$ cat src/rtl/regbank_arb_pkg.sv
// Shared types and constants for the register-bank write arbiter.
package regbank_arb_pkg;

    localparam int unsigned NREG_C = 16;
    localparam int unsigned DW_C   = 32;
    localparam int unsigned AW_C   = 4;
    localparam int unsigned PC_IDX = 15;

    typedef struct packed {
        logic [AW_C-1:0] addr;
        logic [DW_C-1:0] data;
    } wr_req_t;

    typedef enum logic [1:0] {
        GNT_NONE,
        GNT_A,
        GNT_B
    } gnt_e;

    // Which held slot arrived first when they were loaded on different cycles.
    typedef enum logic {
        AGE_A_OLDER,
        AGE_B_OLDER
    } age_e;

endpackage

$ cat src/rtl/regbank_arb_slot.sv
// One-deep holding slot for a writeback source: valid/ready handshake,
// empties on grant, and can reload on the same edge it is granted.
module regbank_arb_slot #(
    parameter int unsigned AW = 4,
    parameter int unsigned DW = 32
) (
    input  logic          clk,
    input  logic          rst_n,
    input  logic          in_valid,
    input  logic [AW-1:0] in_addr,
    input  logic [DW-1:0] in_data,
    input  logic          grant,
    output logic          ready,
    output logic          load,
    output logic          full,
    output logic [AW-1:0] addr,
    output logic [DW-1:0] data
);

    logic          full_q, full_d;
    logic [AW-1:0] addr_q, addr_d;
    logic [DW-1:0] data_q, data_d;

    assign ready = !full_q || grant;
    assign load  = in_valid && ready;
    assign full  = full_q;
    assign addr  = addr_q;
    assign data  = data_q;

    // Next slot contents: a load wins over the grant that frees the slot.
    always_comb begin
        full_d = full_q;
        addr_d = addr_q;
        data_d = data_q;
        if (grant) begin
            full_d = 1'b0;
        end
        if (load) begin
            full_d = 1'b1;
            addr_d = in_addr;
            data_d = in_data;
        end
    end

    // Slot state register.
    always_ff @(posedge clk or negedge rst_n) begin
        if (!rst_n) begin
            full_q <= 1'b0;
            addr_q <= '0;
            data_q <= '0;
        end else begin
            full_q <= full_d;
            addr_q <= addr_d;
            data_q <= data_d;
        end
    end

endmodule

$ cat src/rtl/regbank_wr_arbiter.sv
// Arbitrates the single register-bank write port between the ALU (A) and
// load-return (B) writeback sources, issuing in arrival order.
// Optional feature macro: REGBANK_ARB_SCOREBOARD_EN enables the pendMask
// scoreboard; when undefined pendMask is tied to zero.
module regbank_wr_arbiter
    import regbank_arb_pkg::*;
#(
    parameter int unsigned NREG = NREG_C,
    parameter int unsigned DW   = DW_C,
    parameter int unsigned AW   = AW_C
) (
    input  logic            clk,
    input  logic            rst_n,
    input  logic            aValid,
    input  logic [AW-1:0]   aAddr,
    input  logic [DW-1:0]   aData,
    output logic            aReady,
    input  logic            bValid,
    input  logic [AW-1:0]   bAddr,
    input  logic [DW-1:0]   bData,
    output logic            bReady,
    output logic            regWr,
    output logic [AW-1:0]   addWr,
    output logic [DW-1:0]   diWr,
    output logic            wrPc,
    output logic [NREG-1:0] pendMask
);

    logic          a_load, a_full, a_grant;
    logic [AW-1:0] a_addr;
    logic [DW-1:0] a_data;
    logic          b_load, b_full, b_grant;
    logic [AW-1:0] b_addr;
    logic [DW-1:0] b_data;

    gnt_e          gnt;
    logic          rr_q, rr_d;
    age_e          age_q, age_d;
    logic          same_q, same_d;

    logic          regwr_q, regwr_d;
    logic [AW-1:0] addwr_q, addwr_d;
    logic [DW-1:0] diwr_q, diwr_d;
    logic          wrpc_q, wrpc_d;

    regbank_arb_slot #(.AW(AW), .DW(DW)) u_slot_a (
        .clk      (clk),
        .rst_n    (rst_n),
        .in_valid (aValid),
        .in_addr  (aAddr),
        .in_data  (aData),
        .grant    (a_grant),
        .ready    (aReady),
        .load     (a_load),
        .full     (a_full),
        .addr     (a_addr),
        .data     (a_data)
    );

    regbank_arb_slot #(.AW(AW), .DW(DW)) u_slot_b (
        .clk      (clk),
        .rst_n    (rst_n),
        .in_valid (bValid),
        .in_addr  (bAddr),
        .in_data  (bData),
        .grant    (b_grant),
        .ready    (bReady),
        .load     (b_load),
        .full     (b_full),
        .addr     (b_addr),
        .data     (b_data)
    );

    // Grant selection: single full slot wins; with both full, age decides,
    // or the round-robin pointer when both were loaded on the same edge.
    always_comb begin
        gnt  = GNT_NONE;
        rr_d = rr_q;
        if (a_full && b_full) begin
            if (same_q) begin
                gnt = rr_q ? GNT_B : GNT_A;
            end else begin
                gnt = (age_q == AGE_B_OLDER) ? GNT_B : GNT_A;
            end
            rr_d = ~rr_q;
        end else if (a_full) begin
            gnt = GNT_A;
        end else if (b_full) begin
            gnt = GNT_B;
        end
    end

    assign a_grant = (gnt == GNT_A);
    assign b_grant = (gnt == GNT_B);

    // Arrival-order tracking between the two slots.
    always_comb begin
        age_d  = age_q;
        same_d = same_q;
        if (a_load && b_load) begin
            same_d = 1'b1;
        end else if (a_load && b_full && !b_grant) begin
            age_d  = AGE_B_OLDER;
            same_d = 1'b0;
        end else if (b_load && a_full && !a_grant) begin
            age_d  = AGE_A_OLDER;
            same_d = 1'b0;
        end
    end

    // Issue register next state: granted slot drives the bank port,
    // otherwise the port goes idle while address/data hold.
    always_comb begin
        regwr_d = 1'b1;
        wrpc_d  = 1'b0;
        addwr_d = addwr_q;
        diwr_d  = diwr_q;
        case (gnt)
            GNT_A: begin
                regwr_d = 1'b0;
                addwr_d = a_addr;
                diwr_d  = a_data;
                wrpc_d  = (a_addr == AW'(PC_IDX));
            end
            GNT_B: begin
                regwr_d = 1'b0;
                addwr_d = b_addr;
                diwr_d  = b_data;
                wrpc_d  = (b_addr == AW'(PC_IDX));
            end
            default: begin
                regwr_d = 1'b1;
            end
        endcase
    end

    // Arbitration state and issue register.
    always_ff @(posedge clk or negedge rst_n) begin
        if (!rst_n) begin
            rr_q    <= 1'b0;
            age_q   <= AGE_A_OLDER;
            same_q  <= 1'b0;
            regwr_q <= 1'b1;
            addwr_q <= '0;
            diwr_q  <= '0;
            wrpc_q  <= 1'b0;
        end else begin
            rr_q    <= rr_d;
            age_q   <= age_d;
            same_q  <= same_d;
            regwr_q <= regwr_d;
            addwr_q <= addwr_d;
            diwr_q  <= diwr_d;
            wrpc_q  <= wrpc_d;
        end
    end

    assign regWr = regwr_q;
    assign addWr = addwr_q;
    assign diWr  = diwr_q;
    assign wrPc  = wrpc_q;

`ifdef REGBANK_ARB_SCOREBOARD_EN
    logic [NREG-1:0] pend_q, pend_d;

    // Pending mask built from next-state slot and issue contents, so the
    // registered value is exact in the cycle it is observed.
    always_comb begin
        pend_d = '0;
        if (a_load) begin
            pend_d[aAddr] = 1'b1;
        end else if (a_full && !a_grant) begin
            pend_d[a_addr] = 1'b1;
        end
        if (b_load) begin
            pend_d[bAddr] = 1'b1;
        end else if (b_full && !b_grant) begin
            pend_d[b_addr] = 1'b1;
        end
        if (!regwr_d) begin
            pend_d[addwr_d] = 1'b1;
        end
    end

    // Pending mask register.
    always_ff @(posedge clk or negedge rst_n) begin
        if (!rst_n) begin
            pend_q <= '0;
        end else begin
            pend_q <= pend_d;
        end
    end

    assign pendMask = pend_q;
`else
    assign pendMask = '0;
`endif

endmodule

$ cat config.mk
export PLATFORM = sky130hd
export DESIGN_NAME = regbank_wr_arbiter
export DESIGN_NICKNAME = d
export VERILOG_FILES = /design/src/rtl/regbank_arb_pkg.sv /design/src/rtl/regbank_arb_slot.sv /design/src/rtl/regbank_wr_arbiter.sv
export SDC_FILE = /design/constraint.sdc
export NUM_CORES = 1
export LEC_CHECK = 0
export ABC_AREA = 1
export BUFFER_PORTS_ARGS = -buffer_cell sky130_fd_sc_hd__buf_2
export CORE_MARGIN = 5
export CORE_UTILIZATION = 38
export DETAILED_ROUTE_END_ITERATION = 8
export GPL_TIMING_DRIVEN = 0
export SYNTH_ARGS = -nofsm -noshare
export SYNTH_HDL_FRONTEND = slang
export SYNTH_HIERARCHICAL = 1
export SYNTH_SLANG_ARGS = --single-unit
$ cat constraint.sdc
create_clock -name clk -period 1.9 [get_ports clk]
set_input_delay 0.19 -clock clk [delete_from_list [all_inputs] [get_ports clk]]
set_output_delay 0.19 -clock clk [all_outputs]
set_load 0.01 [all_outputs]
; Word-level counts from Yosys, hierarchy flattened
; Cells that the tools add are included.
[word_totals]
register_bits = 115
input_bits = 76
[classes]
eq_ne = 4
mux = 18
bitwise_logic = 2
reduce_logical = 21
[ops]
columns = op, count
row1 = $pmux W32 S2, 1
row2 = $mux W2, 6
row3 = $mux W1, 9
row4 = $eq A4 B4 Y1 const B, 2
row5 = $logic_and A1 B1 Y1, 8
row6 = $pmux W4 S2, 1
row7 = $reduce_bool A2 Y1, 4
row8 = $logic_not A1 Y1, 4
row9 = $reduce_bool A3 Y1, 1
row10 = $eq A2 B1 Y1 const B, 1
row11 = $eq A2 B2 Y1 const B, 1
row12 = $logic_or A1 B1 Y1, 2
row13 = $not A1 Y1, 2
row14 = $pmux W1 S2, 1
row15 = $reduce_and A2 Y1, 1
row16 = $reduce_or A2 Y1, 1

; Depth between registers and ports, before layout
; Gate-level depths: netlist (run 1).
[logic_depth]
depth_word = 11
depth_mapped = 14
depth_no_buf = 12

; By module
; Netlist (run 1), hierarchy kept.
[modules_own_cells]
columns = module, instances, cells_per_inst, area_per_inst_um2, seq_area_each_um2
row1 = regbank_arb_slot, 2, 162, 1497.7, 925.9
row2 = regbank_wr_arbiter, 1, 248, 2045.7, 1027.2

; Worst setup path after synthesis (run 1)
; Ideal clock, no wire load.
[synth_timing]
kind = register to register
start = reg same_q
end = reg age_q
setup_time_ns = 0.123
arrival_time_ns = 1.747
t_required_ns = 1.777
path_slack_ns = 0.030
path_stages_with_launch = 14
n_path_buf = 2
period_less_slack_ns = 1.870
cell_sequence = dfrtp_1 o21ai_0 nand3_1 nand2_1 ha_1 inv_1 nand2_1 nand2_2 buf_6 buf_6 inv_1 nand3_1 o21ai_0 nand2_1
[synth_via]
elab_chain_len = 9
[synth_rtl]
columns = element, line
row1 = start: declaration, regbank_wr_arbiter.sv:39  ; logic same_q, same_d;
row2 = start signal: assignment, regbank_wr_arbiter.sv:150  ; same_q <= same_d;
row3 = $mux W2 (*), regbank_wr_arbiter.sv:80  ; if (same_q) begin
row4 = $mux W2 (*), regbank_wr_arbiter.sv:79  ; if (a_full && b_full) begin
row5 = $eq A2 B2 Y1 (*), regbank_wr_arbiter.sv:94  ; assign b_grant = (gnt == GNT_B);
row6 = via b_grant, regbank_wr_arbiter.sv:32  ; logic b_load, b_full, b_grant;
row7 = $logic_or A1 B1 Y1 (*), regbank_arb_slot.sv:24  ; assign ready = !full_q || grant;
row8 = $logic_and A1 B1 Y1 (*), regbank_arb_slot.sv:25  ; assign load = in_valid && ready;
row9 = via b_load, regbank_wr_arbiter.sv:32
row10 = $logic_and A1 B1 Y1 (2 in a row), regbank_wr_arbiter.sv:105  ; end else if (b_load && a_full && !a_grant) begin
row11 = $reduce_bool A2 Y1 (no source line), -
row12 = $reduce_and A2 Y1 (no source line) (*), -
row13 = end signal: assignment, regbank_wr_arbiter.sv:149  ; age_q <= age_d;
row14 = end: declaration, regbank_wr_arbiter.sv:38  ; age_e age_q, age_d;
; The timed path passes the listed nets; every way through them passes the cells marked *.
; A chain may end at the register's enable or synchronous reset.

; Worst setup path in the final report (run 1)
[layout_timing]
start = reg same_q
end = out bReady
[layout_via]
elab_chain_len = 4
[layout_rtl]
columns = element, line
row1 = $mux W2, regbank_wr_arbiter.sv:80
row2 = $mux W2, regbank_wr_arbiter.sv:79
row3 = $eq A2 B2 Y1, regbank_wr_arbiter.sv:94
row4 = via b_grant, regbank_wr_arbiter.sv:32
row5 = $logic_or A1 B1 Y1, regbank_arb_slot.sv:24
row6 = end: declaration, regbank_wr_arbiter.sv:21  ; output logic bReady,
; The timed path passes the listed nets, and every way through them passes these cells.

==> results of run 1 <==
-- how the worst min path moves through the flow --
stage                               endpoint  depth (start not counted)
2_1_floorplan           addWr[0]$_DFFE_PN0N_                          0
3_3_place_gp    u_slot_a/data[4]$_DFFE_PN0P_                          3
3_5_place_dp    u_slot_a/data[5]$_DFFE_PN0P_                          1
4_1_cts         u_slot_b/data[0]$_DFFE_PN0P_                          3
5_1_grt        u_slot_b/data[28]$_DFFE_PN0P_                          3
6_report        u_slot_b/data[0]$_DFFE_PN0P_                          3
-- routing by layer --
layer	vias to the layer above	part of all wire	wire length (µm)
li1	2148	-	-
met1	2060	0.44	6141
met2	134	0.49	6875
met3	23	0.060	848
met4	0	0.017	242
met5	-	0	0
-- layout by cell type (no fill, tap or decap), drive strengths merged --
master | synthesis | layout
conb | 1 | 16
a21oi | 65 | 65
xnor2 | 1 | 1
clkbuf | 1 | 29
bufinv | 0 | 2
nor2 | 38 | 38
dlygate4sd3 | 0 | 10
dfstp | 1 | 1
a31oi | 3 | 3
clkinv | 0 | 3
nand2 | 201 | 201
o21ai | 4 | 4
or2 | 1 | 1
ha | 2 | 2
nand3 | 77 | 77
dfrtp | 114 | 114
inv | 9 | 9
buf | 54 | 174
-- through the flow --
step                area (µm²)  TNS (ps)  std cells  setup WS, ps
finish                    6725    -20.19        926        -20.19
global route              6725    -310.0        926        -99.32
CTS                       6636    -31.47        921        -24.70
detailed placement        5913     -1455        877        -259.4
global placement          5883    -80350        876        -711.0
floorplan                 5097         0        587         29.64
-- kinds of logic after synthesis --
kind of cell / count (synthesis) / synth area share
AND/OR/NAND/NOR: 317 / 0.2566
flip-flops: 115 / 0.5711
AO/OA/AOI/OAI: 72 / 0.07223
buffers and inverters: 64 / 0.09258
adder cells (fa/ha/maj): 2 / 0.004963
XOR/XNOR: 1 / 0.001738
other: 1 / 0.0007439
-- power by group through the flow --
stage / sequential, mW / clock [mW] / combinational (mW)
floorplan: 4.53 / 0 / 4.62
global placement: 4.47 / 0 / 6.69
detailed placement: 4.51 / 0 / 6.87
CTS: 4.50 / 3.10 / 7.16
global route: 4.64 / 3.21 / 8.37
finish: 4.50 / 3.05 / 7.43
-- flip-flops by register name, summed over array words and instances (netlist names) --
| name | count |
|---|---|
| age_q | 1 |
| regWr | 1 |
| wrPc | 1 |
| rr_q | 1 |
| u_slot_b/full | 1 |
| addWr | 4 |
| same_q | 1 |
| u_slot_a/addr | 4 |
| u_slot_b/data | 32 |
| u_slot_a/data | 32 |
| diWr | 32 |
| u_slot_b/addr | 4 |
| u_slot_a/full | 1 |
-- timing repair --
item | in CTS | in global routing
hold buffers | 10 | 0
gates resized for setup | 16 | 17
setup endpoints to repair | 36 | 28
endpoints found under the hold margin | 59 | 0
setup buffers | 3 | 6
pin swaps | 4 | 10
-- worst min-delay path: stages --
cell and delay (ps):
buf_2 80, nand3_1 60, nand2_1 60
-- final cells by class --
cell class,instances,area [µm²],share of cell area
buffer,54,447.9,0.06660
clock buffer,26,489.2,0.07274
clock inverter,5,75.07,0.01116
inverter,9,38.79,0.005767
multi-input combinational,408,1794,0.2668
sequential,115,2880,0.4283
tap,176,220.2,0.03274
timing repair buffer,133,779.5,0.1159
==> results.md, run 1 <==
* Pwr Density at 2227 nW/µm²
* VDD IR-drop max at 0.0009239 V
* Layout area overhead at 33.41%
* Worst Min Path Start: bData[0]
* Total CTS buffers at 17
* Worst EP arrival at 1730 ps
* Max Root-Sink Buffers at 2
* Tcrit/Tclk final at 1.011
* # IOs at 132
* Failing checks: setup timing
* Nets at 816
* Status: finished with violations
* Number of cell rows at 42
* Initial antenna violation count at 0
* Met2 usage at 0.2964
* Top cell by count, worst path: buf_6
* Final worst slack at -20.19 ps
* Die area at 15670 µm²
* Unrepaired setup endpoints after global routing: true
* Clk pwr share at 0.204
* Share of cells above drive strength 1 at 0.2960
* Worst Setup SP: same_q$_DFFE_PN0P_
* Hpwl dp at 9.953 mm
* CP top delay family: flip-flops
* Most common cell in the netlist: nand2_1
* Setup-failing EPs final at 1
* Port Buffer Count at 113
* Clock-pin transition on the worst setup and hold timing paths at 50 ps
* Hold crit path type: input port to register
* Antenna cells at 0
* GR Layer Usage met3 at 0.05032
* WP buf/inv at 3
* R2R Path Start: same_q$_DFFE_PN0P_
* EDFF count, synth at 0
* Ys flop type: dfrtp_1
* Total grt overflow at 0
* Vias in the first global route at 4589
* Logic pwr share at 0.496
* Max-cap viol count at 0
* Latest clock arrival within the worst-skew pair at 410 ps
* CP max stage delay at 400 ps
* Sequential power share at 0.301
* Die Ht at 125.2 µm
* Yosys reg bits at 115
* Post-Route Utilization at 0.5119
* Element type at the critical path start: register
* Warnings, synthesis at 6
* Syn avg cell area at 8.813 µm²
* Sw frac at 0.4118
* CTS root buf: clkbuf_16
* Wire per inst at 15.24 µm
* Hold slack at 12.28 ps
* H-tree levels at 4
* Cells after Synth at 572
* Int Pwr at 8.811 mW
* Most used routing layer: met2
* Fill count at 1300
* Hold Vio Cnt, Final at 0
* First-pass GRT wire length at 22.98 mm
* Grt met1 use at 0.2421
* Mapped cell area at 5041 µm²
* Crit. End Element: output port
* Register area share after synthesis at 0.5711
* CTS Sinks at 115
* Commonest cells in the synthesized netlist: nand2_1 (199), dfrtp_1 (114), nand3_1 (77)
* Worst setup path endpoint: bReady
* Reg2Reg Setup Slack at 10 ps
* Cells along the critical path: o21ai_2 -> nand3_1 -> nand2_1 -> ha_2 -> inv_2 -> nand2_4 -> buf_6 -> buf_6
* Worst Setup Path Type: register to output port
* Via density at 4.714
* Tmin final at 1920 ps
* Core area at 13140 µm²
* Synth cell types at 20
* Slew headroom at 0.5492
* Starting density of the core at 0.3837
* Detailed-route via count at 4365
* CP max FO at 3
* Fmax at 0.5208 GHz
* Max-slew violations at 0
* Net load switching power at 6.169 mW
* Worst-Margin Slew at 676.2 ps
* Iter 0 DRT Violations at 317
* Die width at 125.2 µm
* Cell count along the critical path at 8
* Worst r2r dst: age_q$_DFFE_PN0P_
* R2r worst-path depth at 13
* Synth area leaders: dfrtp_1 (57%), nand2_1 (15%), nand3_1 (7.6%)
* Total GRT Usage at 0.1857
* Leading area contributor after synthesis: dfrtp_1
* DRT antenna net count at 0
* CTS tree: built
* Fin Clk Skew at 6.694 ps
* Drt total wl at 14.11 mm
* Largest net degree at the start of global routing at 66
* Leakage power at 3.578 nW
* Yosys top cell area share at 0.5659
* DRC viols at 0
* GP Congestion at 0.8303
* CP max stage cell: dfrtp_1
* Drt pass-1 iters at 4
* Ys async rst share at 1.000
* CP Data Required Time at 1710 ps
* Power, Total at 14.98 mW
Note: power is estimated with default switching activity, not from simulation.
==> run 2: changes to the inputs <==
--- a/config.mk
+++ b/config.mk
@@ -10,7 +10,6 @@
 export CORE_MARGIN = 5
 export CORE_UTILIZATION = 38
 export DETAILED_ROUTE_END_ITERATION = 8
-export GPL_TIMING_DRIVEN = 0
 export SYNTH_ARGS = -nofsm -noshare
 export SYNTH_HDL_FRONTEND = slang
 export SYNTH_HIERARCHICAL = 1
==> run 2 against run 1 <==
  * Clock power barely moved
  * Non-clock buffer count fell by 41
  * Critical path type unchanged
  * Sequential share of layout area grew 2.0 points
  * Total power fell by 1.6%
  * Final area is 4.4% lower
  * Cell count decreased by 4.3%
  * Via count shrank 0.57%
  * Largest cell class unchanged
  * Sequential power hardly changed
  * Clock skew up 3.2 ps
  * The flow now finishes without violations
==> results.md, run 2 (synthesis gave the netlist of run 1 again) <==
* Total CTS buffers at 17
* Commonest non-fill, non-tap cell in the layout: nand2_1
* Layout area overhead at 27.58%
* CP Data Required Time at 1710 ps
* Setup-failing EPs final at 0
* CTS tree: built
* Nets at 775
* Tmin final at 1880 ps
* Hold crit path type: input port to register
* CTS Sinks at 115
* H-tree levels at 4
* Worst Setup Path Type: register to output port
* Fill count at 1325
* Status: complete, no violations
* Slew headroom at 0.5913
* Die width at 125.2 µm
* Drt total wl at 13.81 mm
* Dpl cell area at 5683 µm²
* Latest clock arrival within the worst-skew pair at 410 ps
* VDD IR-drop max at 0.0009956 V
* Detailed-route via count at 4340
* Placed insts at 845
* Vias in the first global route at 4387
* Die area at 15670 µm²
* Fin area at 6431 µm²
* Leakage power at 3.397 nW
* Hold Vio Cnt, Final at 0
* Largest net degree at the start of global routing at 116
* CP max FO at 3
* GP Congestion at 0.8584
* Total grt overflow at 0
* Max Root-Sink Buffers at 2
* Tcrit/Tclk final at 0.9897
* CTS root buf: clkbuf_16
* Hold slack at 14.33 ps
* Port Buffer Count at 115
* Element type at the critical path start: register
* Non-Filler Instances at 886
* Drt pass-1 iters at 4
* Pwr Density at 2292 nW/µm²
* Worst EP arrival at 1690 ps
* Core area at 13140 µm²
* # IOs at 132
* Max-cap viol count at 0
* Starting density of the core at 0.3837
* Crit. End Element: output port
* DRT antenna net count at 0
* Share of cells above drive strength 1 at 0.2634
* First-pass GRT wire length at 22.08 mm
* Iter 0 DRT Violations at 264
* Clock-pin transition on the worst setup and hold timing paths at 50 ps
* Antenna cells at 0
* Total GRT Usage at 0.1773
* Seq. cell area at 2880 µm²
* DRC viols at 0
* Fin Clk Skew at 9.850 ps
* Max-slew violations at 0
* Multi-input logic area at 1794 µm²
* Number of cell rows at 42
* Wire per inst at 15.59 µm
* Hpwl dp at 9.421 mm
* Worst-Margin Slew at 613.1 ps
* Via density at 4.898
* Unrepaired setup endpoints after global routing: true
* Most frequent cells in the layout: nand2_1 (195), dfrtp_1 (113), buf_2 (112)
* Die Ht at 125.2 µm
* Fmax at 0.5318 GHz
* Initial antenna violation count at 0
run 2: cell types whose count changed in the layout (fill, tap and decap cells not counted), moves of 2 or more:
cell	before	now
dlygate4sd3_1	10	2
nand2_2	2	5
buf_4	29	22
nand2_1	197	195
buf_12	0	4
buf_6	19	4
buf_2	123	112
inv_4	2	0
clkbuf_4	3	0
run 2: critical path, stage by stage (launching register included):
cell and delay, ps:
dfrtp_1 410, o21ai_2 200, nand3_2 130, nand2_2 120
ha_4 140, inv_2 40, nand2_4 60, buf_12 100
buf_6 90
run 2: area by class of cell:
type | count | share of cell area
inverter | 9 | 0.006420
tap | 176 | 0.03424
sequential | 115 | 0.4479
clock buffer | 28 | 0.07879
multi-input combinational | 408 | 0.2790
timing repair buffer | 146 | 0.1428
clock inverter | 4 | 0.01089
run 2: power breakdown:
part	leakage [nW]	internal [mW]	switching, mW
Combinational	1.72	2.83	4.35
Clock	0.283	2.06	1.02
Sequential	1.39	3.78	0.693
run 2: path summary, 6_finish.rpt:
check,start,to,slack [ps],cells past startpoint
min,bData[29],u_slot_b/data[29]$_DFFE_PN0P_,10,3
min in group asynchronous,rst_n,u_slot_a/data[8]$_DFFE_PN0P_,420,3
max reg2reg,same_q$_DFFE_PN0P_,age_q$_DFFE_PN0P_,110,12
max,same_q$_DFFE_PN0P_,bReady,20,8
min reg2reg,u_slot_b/data[14]$_DFFE_PN0P_,u_slot_b/data[14]$_DFFE_PN0P_,470,2
max in group asynchronous,rst_n,diWr[30]$_DFFE_PN0N_,1030,3
run 2: through the flow:
stage / util / setup TNS [ps] / total power [mW] / setup WS, ps
finish: 0.4895 / 0 / 14.74 / 19.56
global route: 0.4895 / -96.73 / 15.90 / -71.90
CTS: 0.4873 / 0 / 14.80 / 8.102
detailed placement: 0.4326 / -1209 / 11.21 / -99.84
global placement: 0.4326 / 0 / 10.98 / 35.89
floorplan: - / 0 / 9.148 / 29.64
run 2: repair_timing:
action	CTS	global route
resized for setup	15	10
pin swaps	5	0
endpoints found under the setup margin	35	15
hold buffers	2	0
setup buffers	6	0
hold endpoints to repair	115	0
cloned	1	0
run 2: routing by layer:
metal | vias up | GRT usage | routed length, µm
met2 | 145 | 0.2850 | 6653
li1 | 2067 | - | -
met1 | 2107 | 0.2304 | 6135
met4 | 0 | 0.07015 | 291
met5 | - | 0 | 0
met3 | 21 | 0.04606 | 729
==> run 3: changes to the inputs <==
==> constraint.sdc (replaced) <==
create_clock -name clk -period 1.9 [get_ports clk]
set_input_delay 0.095 -clock clk [delete_from_list [all_inputs] [get_ports clk]]
set_output_delay 0.095 -clock clk [all_outputs]
set_load 0.01 [all_outputs]
==> run 3 against run 2 <==
  * Setup slack improved by 19 ps
  * Clock skew decreased by 2.3 ps
  * Global-route usage increased by 1.6 points
  * Via count increased by 5.3%
  * Critical path depth unchanged
  * Non-clock buffer count increased by 70
  * Critical path type unchanged
  * Highest routed layer unchanged
==> results.md, run 3 (synthesis gave the netlist of run 1 again) <==
* Fmax at 0.5373 GHz
* CP Data Required Time at 1800 ps
* # IOs at 132
* Hold crit path type: input port to register
* Logic pwr share at 0.492
* Slew headroom at 0.6031
* Total CTS buffers at 17
* Worst Hold Depth at 3
* Core area at 13140 µm²
* Starting density of the core at 0.3837
* Reg2Reg Setup Slack at 130 ps
* Grt met1 use at 0.2407
* CTS root buf: clkbuf_16
* Initial antenna violation count at 0
* CTS tree: built
* GP Congestion at 0.8312
* Sw frac at 0.4149
* Pwr Density at 2054 nW/µm²
* Iter 0 DRT Violations at 331
* Multi-input logic area at 1809 µm²
* Nets at 845
* Drt pass-1 iters at 4
* Int Pwr at 8.548 mW
* Element type at the critical path start: register
* Worst EP arrival at 1770 ps
* Antenna cells at 0
* Crit. End Element: output port
* Layout area overhead at 41.10%
* Hpwl dp at 9.302 mm
* Sequential power share at 0.308
* Die area at 15670 µm²
* Max-slew violations at 0
* Clk pwr share at 0.200
* Status: complete, no violations
* Largest net degree at the start of global routing at 45
* Most frequent cells in the layout: nand2_1 (194), dfrtp_1 (113), buf_2 (113)
* Hold Vio Cnt, Final at 0
* Met2 usage at 0.3198
* Via density at 4.781
* First-pass GRT wire length at 24.25 mm
* Most used routing layer: met2
* Die width at 125.2 µm
* Port Buffer Count at 115
* CP max FO at 5
* Clock-pin transition on the worst setup and hold timing paths at 50 ps
* Die Ht at 125.2 µm
* Fin Clk Skew at 7.550 ps
* VDD IR-drop max at 0.001027 V
* Worst r2r dst: u_slot_b/data[9]$_DFFE_PN0P_
* Fill count at 1209
* Wire per inst at 15.20 µm
* Tmin final at 1861 ps
* Power, Total at 14.61 mW
* GR Layer Usage met3 at 0.06866
* Latest clock arrival within the worst-skew pair at 410 ps
* Share of cells above drive strength 1 at 0.2410
* Total GRT Usage at 0.1935
* CTS Sinks at 115
* Hold slack at 149.1 ps
* Net load switching power at 6.063 mW
* Number of cell rows at 42
* Unrepaired setup endpoints after global routing: true
* Leakage power at 3.681 nW
* Commonest non-fill, non-tap cell in the layout: nand2_1
* H-tree levels at 4
* WHS Endpoint: u_slot_a/data[9]$_DFFE_PN0P_
* Drt total wl at 14.53 mm
* Total grt overflow at 0
* DRT antenna net count at 0
* Seq. cell area at 2880 µm²
* Tcrit/Tclk final at 0.9796
* Worst Min Path Start: aValid
* R2r worst-path depth at 10
* Placed insts at 844
* R2R Path Start: same_q$_DFFE_PN0P_
* Max Root-Sink Buffers at 2
* Worst-Margin Slew at 595.3 ps
* Worst Setup Path Type: register to output port
* DRC viols at 0
* Max-cap viol count at 0
* Non-Filler Instances at 956
* Setup-failing EPs final at 0
* Post-Route Utilization at 0.5414
* Detailed-route via count at 4571
* Vias in the first global route at 4827
-- run 3: metrics by stage --
| step | setup TNS [ps] | setup WS [ps] | instance area, µm² |
|---|---|---|---|
| global route | -443.0 | -81.68 | 7113 |
| CTS | 0 | 19.84 | 7036 |
| finish | 0 | 38.75 | 7113 |
| global placement | 0 | 80.92 | 5675 |
| detailed placement | -17.76 | -17.76 | 5675 |
| floorplan | 0 | 29.64 | 5097 |
-- run 3: area by class of cell --
class	instances	share of cell area
Timing Repair Buffer	216	0.2278
Tap cell	176	0.03096
Multi-Input combinational cell	408	0.2544
Clock inverter	6	0.007740
Sequential cell	115	0.4049
Inverter	9	0.005453
Clock buffer	26	0.06878
-- run 3: worst max-delay path by stage --
| stage | slack [ps] | end | startpoint | cells after the start |
|---|---|---|---|---|
| after floorplan | 30 | age_q$_DFFE_PN0P_ | same_q$_DFFE_PN0P_ | 13 |
| after global placement | 80 | age_q$_DFFE_PN0P_ | same_q$_DFFE_PN0P_ | 11 |
| after detailed placement | -20 | age_q$_DFFE_PN0P_ | same_q$_DFFE_PN0P_ | 11 |
| after CTS | 20 | bReady | same_q$_DFFE_PN0P_ | 8 |
| after global routing | -80 | bReady | same_q$_DFFE_PN0P_ | 8 |
| final | 40 | bReady | same_q$_DFFE_PN0P_ | 8 |
-- run 3: metal layers --
metal	vias to the layer above	part of all wire
met2	145	0.50
met4	0	0.014
met3	13	0.068
met1	2205	0.42
met5	-	0
li1	2208	-
-- run 3: power by group through the flow --
stage	clock network (mW)	registers (mW)	logic [mW]
final	2.92	4.50	7.19
after global routing	3.12	4.64	8.10
after floorplan	0	4.53	4.62
after detailed placement	0	4.48	6.56
after global placement	0	4.45	6.38
after CTS	2.99	4.47	7.04
-- run 3: repair_timing --
action                     in CTS  in global routing
pin swaps                       0                  6
setup buffers                   1                  5
resized for setup              12                 15
hold endpoints to repair      112                  0
hold buffers                   73                  0
setup endpoints to repair       3                  4
gates cloned                    1                  0
-- run 3: worst max-delay path, cell delays in order (launching register included) --
cell and delay, ps:
dfrtp_1 430, o21ai_4 190, nand3_2 130, nand2_2 120, ha_4 180, inv_2 50, nand2_4 70, buf_8 100
buf_6 90
